<file path="src/rtl/cpu_ctrl_fsm.sv">
// rtl/cpu_ctrl_fsm.sv - multicycle control FSM for the 16-bit CPU
//
// Sequences fetch, decode, R-type execute, load, store, conditional jump
// and jump-and-link. It waits on a memory ready handshake and flags illegal
// encodings.
//
// Ports:
//   i_clk, i_reset        clock, synchronous active-low reset
//   i_instr_in            instruction word from memory
//   i_mem_ready           memory completes current request this cycle
//   i_flags               {Z, C, F, N, L} from the flag register
//   o_opcode              latched instruction to ALU decode (EXEC_R only)
//   o_mux_a_sel/b_sel     regfile read port selects
//   o_reg_en              one-hot regfile write enable
//   o_alu_sel             writeback source: 1 = ALU, 0 = memory data
//   o_wb_pc_sel           writeback the PC (JAL link)
//   o_pc_sel              address mux: 1 = PC, 0 = port A register
//   o_mem_req, o_mem_we   memory request / write
//   o_flag_en             flag register load
//   o_pc_en, o_pc_ld      PC update enable / load jump target
//   o_illegal             one-cycle pulse on illegal instruction
//   o_state_dbg           current state encoding
module cpu_ctrl_fsm #(
  parameter int         NUM_REGS = 16,
  parameter logic [3:0] CMP_OPC  = 4'b1011
) (
  input  logic                i_clk,
  input  logic                i_reset,
  input  logic [15:0]         i_instr_in,
  input  logic                i_mem_ready,
  input  logic [4:0]          i_flags,
  output logic [15:0]         o_opcode,
  output logic [3:0]          o_mux_a_sel,
  output logic [3:0]          o_mux_b_sel,
  output logic [NUM_REGS-1:0] o_reg_en,
  output logic                o_alu_sel,
  output logic                o_wb_pc_sel,
  output logic                o_pc_sel,
  output logic                o_mem_req,
  output logic                o_mem_we,
  output logic                o_flag_en,
  output logic                o_pc_en,
  output logic                o_pc_ld,
  output logic                o_illegal,
  output logic [3:0]          o_state_dbg
);

  typedef enum logic [3:0] {
    S_RESET   = 4'd0,
    S_FETCH   = 4'd1,
    S_DECODE  = 4'd2,
    S_EXEC_R  = 4'd3,
    S_MEM     = 4'd4,
    S_LOAD_WB = 4'd5,
    S_JUMP    = 4'd6,
    S_JAL     = 4'd7,
    S_ILLEGAL = 4'd8
  } state_t;

  localparam logic [4:0]          NREG = 5'(NUM_REGS);
  localparam logic [NUM_REGS-1:0] ONE  = NUM_REGS'(1);

  state_t        r_state;
  state_t        w_next;
  logic [15:0]   r_instr;

  logic [3:0]          w_op;
  logic [3:0]          w_ra;
  logic [3:0]          w_sub;
  logic [3:0]          w_rb;
  logic                w_ra_bad;
  logic                w_rb_bad;
  logic                w_is_store;
  logic                w_cond;
  logic                w_z, w_c, w_f, w_n, w_l;
  logic [NUM_REGS-1:0] w_dst_onehot;

  assign w_op         = r_instr[15:12];
  assign w_ra         = r_instr[11:8];
  assign w_sub        = r_instr[7:4];
  assign w_rb         = r_instr[3:0];
  assign w_ra_bad     = {1'b0, w_ra} >= NREG;
  assign w_rb_bad     = {1'b0, w_rb} >= NREG;
  assign w_is_store   = (w_sub == 4'b0100);
  // Only reached with w_ra < NUM_REGS, so the shift never falls off the end.
  assign w_dst_onehot = ONE << w_ra;
  assign {w_z, w_c, w_f, w_n, w_l} = i_flags;
  assign o_state_dbg  = r_state;

  always_comb begin
    w_cond = 1'b0;
    case (w_ra)
      4'b0000: w_cond = w_z;
      4'b0001: w_cond = !w_z;
      4'b0010: w_cond = w_c;
      4'b0011: w_cond = !w_c;
      4'b0100: w_cond = w_l;
      4'b0101: w_cond = !w_l;
      4'b0110: w_cond = w_n;
      4'b0111: w_cond = !w_n;
      4'b1000: w_cond = w_f;
      4'b1001: w_cond = !w_f;
      4'b1010: w_cond = !w_l && !w_z;
      4'b1011: w_cond = w_l || w_z;
      4'b1100: w_cond = !w_n && !w_z;
      4'b1101: w_cond = w_n || w_z;
      4'b1110: w_cond = 1'b1;
      default: w_cond = 1'b0;
    endcase
  end

  always_ff @(posedge i_clk) begin
    if (!i_reset) begin
      r_state <= S_RESET;
      r_instr <= 16'h0000;
    end else begin
      r_state <= w_next;
      if (r_state == S_FETCH && i_mem_ready) begin
        r_instr <= i_instr_in;
      end
    end
  end

  always_comb begin
    w_next      = r_state;
    o_opcode    = 16'h0000;
    o_mux_a_sel = 4'h0;
    o_mux_b_sel = 4'h0;
    o_reg_en    = '0;
    o_alu_sel   = 1'b1;
    o_wb_pc_sel = 1'b0;
    o_pc_sel    = 1'b1;
    o_mem_req   = 1'b0;
    o_mem_we    = 1'b0;
    o_flag_en   = 1'b0;
    o_pc_en     = 1'b0;
    o_pc_ld     = 1'b0;
    o_illegal   = 1'b0;
    case (r_state)
      S_RESET: w_next = S_FETCH;
      S_FETCH: begin
        o_mem_req = 1'b1;
        if (i_mem_ready) w_next = S_DECODE;
      end
      S_DECODE: begin
        o_pc_en = 1'b1;
        if (w_op != 4'b0100) begin
          w_next = (w_ra_bad || w_rb_bad) ? S_ILLEGAL : S_EXEC_R;
        end else begin
          case (w_sub)
            4'b0000, 4'b0100: w_next = (w_ra_bad || w_rb_bad) ? S_ILLEGAL : S_MEM;
            // [11:8] is the condition code here, not a register.
            4'b1100:          w_next = w_rb_bad ? S_ILLEGAL : S_JUMP;
            4'b1000:          w_next = (w_ra_bad || w_rb_bad) ? S_ILLEGAL : S_JAL;
            default:          w_next = S_ILLEGAL;
          endcase
        end
      end
      S_EXEC_R: begin
        o_opcode    = r_instr;
        o_mux_a_sel = w_ra;
        o_mux_b_sel = w_rb;
        o_flag_en   = 1'b1;
        if (w_op != CMP_OPC) o_reg_en = w_dst_onehot;
        w_next = S_FETCH;
      end
      S_MEM: begin
        o_mem_req   = 1'b1;
        o_pc_sel    = 1'b0;
        o_mux_a_sel = w_rb;
        if (w_is_store) begin
          o_mem_we    = 1'b1;
          o_mux_b_sel = w_ra;
        end
        if (i_mem_ready) w_next = w_is_store ? S_FETCH : S_LOAD_WB;
      end
      S_LOAD_WB: begin
        o_alu_sel = 1'b0;
        o_reg_en  = w_dst_onehot;
        w_next    = S_FETCH;
      end
      S_JUMP: begin
        o_mux_a_sel = w_rb;
        o_pc_en     = w_cond;
        o_pc_ld     = w_cond;
        w_next      = S_FETCH;
      end
      S_JAL: begin
        // Target is read on port A in the same cycle as the link write, so a
        // link register equal to the target register yields the old value.
        o_wb_pc_sel = 1'b1;
        o_reg_en    = w_dst_onehot;
        o_mux_a_sel = w_rb;
        o_pc_en     = 1'b1;
        o_pc_ld     = 1'b1;
        w_next      = S_FETCH;
      end
      S_ILLEGAL: begin
        o_illegal = 1'b1;
        w_next    = S_FETCH;
      end
      default: w_next = S_RESET;
    endcase
  end

endmodule

</file>
<file path="config.mk">
export PLATFORM = sky130hd
export DESIGN_NAME = cpu_ctrl_fsm
export DESIGN_NICKNAME = d
export VERILOG_FILES = /design/src/rtl/cpu_ctrl_fsm.sv
export SDC_FILE = /design/constraint.sdc
export NUM_CORES = 1
export LEC_CHECK = 0
export BUFFER_PORTS_ARGS = -buffer_cell sky130_fd_sc_hd__buf_2
export CAP_MARGIN = 20
export CELL_PAD_IN_SITES_DETAIL_PLACEMENT = 0
export CELL_PAD_IN_SITES_GLOBAL_PLACEMENT = 1
export CORE_ASPECT_RATIO = 0.6
export CORE_MARGIN = 2
export CORE_UTILIZATION = 30
export DETAILED_ROUTE_END_ITERATION = 10
export HOLD_SLACK_MARGIN = 0.08
export PLACE_DENSITY = 0.85
export SLEW_MARGIN = 20
export SYNTH_ARGS = -nofsm -noshare
export SYNTH_HDL_FRONTEND = slang
export SYNTH_SLANG_ARGS = --single-unit
</file>
<file path="constraint.sdc">
create_clock -name i_clk -period 2.85 [get_ports i_clk]
set_clock_uncertainty 0.15 [all_clocks]
set_input_delay 0.7125 -clock i_clk [delete_from_list [all_inputs] [get_ports i_clk]]
set_output_delay 0.7125 -clock i_clk [all_outputs]
set_load 0.01 [all_outputs]
</file>
==> reports/results.ini <==
[sta]
max_freq_mhz = 358
period_share_pct = 98.0
holdWs_ns = 0.332
hold_viol = 0
worstMarginPinSlew_ns = 0.636
finalSetupViolCount = 0
grt_setup_unrepaired = no
relSlewSlack_pct = 57.0
fin_tns_setup_ns = 0
final_max_slew_viol_count = 0
period_needed_ns = 2.79

[worst_hold_path]
worst_hold_path_type = reg -> reg

[power]
p_int_mw = 0.754
seq_power_share_pct = 34.1
power.density_mw_per_mm2 = 633
switchingPower_mw = 0.488
peakVddDrop_mv = 0.338
switching_share_pct = 39.3
pwr-share-clk_pct = 22.8
power_frac_comb_pct = 43.2
p_leak_nw = 0.960

[detailed_routing]
avgViaCountPerCell = 4.83
wl_per_cell_um = 12.9
num_vias = 1610
drt_iter0_markers = 92
drc_errors = 0
ant_nets = 0
first_pass_iters = 4
routed_wl_um = 4310

[worst_setup_path]
critPathMaxStageDelay_ns = 0.48
required_ns = 1.99
critPathMostFrequentCell = buf_2
arrival_ns = 1.93
start_kind = input pin
critical-path-top-delay-family = simple AND/OR/NAND/NOR gates
crit_slowest_cell = or4b_1
path_buf_inv = 2
critPathMaxFanout = 4
criticalPathCategory = in -> out
critical_path.endpoint_type = output port
cp_cell_sequence = buf_2 > or4b_1 > a41oi_2 > a2111oi_4 > o22ai_1 > buf_2

[cells_and_area]
instances_no_fill = 333
syn2layout_area_growth_pct = 36.2
multi_input_area_um2 = 966
fin_util_pct = 42.8
nNetsFinal = 295
stdcell_area_mm2 = 0.00196
drive_above_1_share_pct = 36.7
num-fill-cells = 494
regArea_um2 = 413
antennaDiodeCount = 0

[logic_synthesis]
yosysWarningCount = 0
synth_xor_area_share_pct = 2.43
synth_top_area_share_pct = 27.8
synth_commonest_cells = nand2_1, nor2_1, dfxtp_1
synth.distinct_cells = 37
synth_top_family_by_area = simple AND/OR/NAND/NOR gates
synthFlopType = dfxtp_1
synth-adder-area-share_pct = 0
synth_compound_area_share_pct = 21.9
yosys_register_bits = 20
synthMuxAreaShare_pct = 1.39
synth_simple_gate_area_share_pct = 41.4
synth.area.top_cells = dfxtp_1, nand2_1, a21boi_0
synth_most_common_cell = nand2_1
synth_top_area_cell = dfxtp_1
synth.cell_area_mm2 = 0.00144
seq_area_frac_synth_pct = 27.8
syn_nets = 222
synthCells = 198
synth_edf_count = 0
async_flop_share_pct = 0
avgSynthCellArea_um2 = 7.27

[placed_design]
place_inst = 329
gp_congestion = 0.823
place_area_mm2 = 0.00188
io_buffers = 76
hpwl_um = 3330

[global_route]
grt_max_degree = 20
track_usage_pct = 15.8
overflow = 0
grt_pass1_wl_um = 6960
antenna_found_initial = 0
grt_pass1_vias = 1427

[clock_network]
clock-sinks = 20
clk-insertion-delay-late_ns = 0.26
cts_root_buffer = clkbuf_8
cts_max_path_buffers = 2
cts_tree = done
clk_pin_slew_ns = 0.07
htree_levels = 1
cts_hold_buf = 0
numCtsBuffers = 3

[job]
cap_violations = 0

[floorplanning]
rows = 19
die_w_um = 93.4
die_y_um = 57.7
core-area_mm2 = 0.00459
start_util_pct = 31.4
io_pins = 77
dieArea_mm2 = 0.00539

[outcome]
status = finished, final reports clean

==> cell families (layout without fill, tap and decap cells) <==
family	Yosys count	after routing
DFF	20	20
muxes	2	2
buffers and inverters	15	87
xor gates and xnor gates	4	4
and+or+nand+nor	117	117
AOI/OAI and AO/OA	40	40
==> flip-flops by register name, indices dropped and copies added (netlist names) <==
signal / cells
o_state_dbg: 4
r_instr: 16
==> routing by layer <==
layer	track usage (%)	part of all wire, %	vias up
met4	2.10	0.23	0
met2	23.0	41	48
met5	0	0	-
met3	3.38	6.0	2
li1	-	-	818
met1	24.3	53	742
==> worst paths after layout <==
path	from	to	slack, ns	cells after the start
worst max-delay path	i_flags[4]	o_pc_en	0.06	6
worst max register to register	o_state_dbg[0]	r_instr[1]	0.79	5
worst min-delay path	r_instr[2]	r_instr[2]	0.33	2
worst min register to register	r_instr[2]	r_instr[2]	0.33	2
==> placed cells by master (no fill, tap or decap), drive strengths merged, types with 2 or more instances in the layout <==
master	count
buf	83
nand2	44
nor2	23
dfxtp	20
and2	16
a21boi	16
a21o	8
nand2b	7
nor3	6
nor2b	5
nor4b	4
and3	4
o21ai	4
xnor2	3
a21oi	3
clkbuf	3
nand3	2
mux2i	2
o22ai	2
==> worst register-to-register path, stage by stage, from the launching register on <==
cell      delay (ns)
dfxtp_2         0.41
buf_4           0.17
nor2b_1         0.31
and3_1          0.63
nand2_1         0.13
a21boi_0        0.19
==> layout make-up <==
cell class	count	area share, %
Clock buffer	3	2.10
Clock inverter	1	1.53
Multi-Input combinational cell	163	49.2
Sequential cell	20	21.0
Tap cell	63	4.02
Timing Repair Buffer	83	22.1
==> power by group through the flow <==
| stage | logic (mW) | clock network [mW] | registers, mW |
|---|---|---|---|
| after global routing | 0.604 | 0.300 | 0.435 |
| after detailed placement | 0.530 | 0 | 0.422 |
| after global placement | 0.527 | 0 | 0.420 |
| after floorplan | 0.404 | 0 | 0.381 |
| final | 0.536 | 0.283 | 0.423 |
| after CTS | 0.533 | 0.287 | 0.417 |
==> per-stage QoR <==
| stage | power [mW] | setup slack, ns |
|---|---|---|
| finish | 1.24 | 0.0581 |
| global route | 1.34 | 0.00503 |
| global placement | 0.947 | 0.104 |
| floorplan | 0.785 | 0.274 |
| detailed placement | 0.953 | 0.0643 |
| CTS | 1.24 | 0.000836 |
==> what timing repair did <==
item                                    CTS  global route
buffers inserted                          0             0
resized for setup                         1             8
endpoints found under the setup margin    1             3
Note: power is estimated with default switching activity, not from simulation.
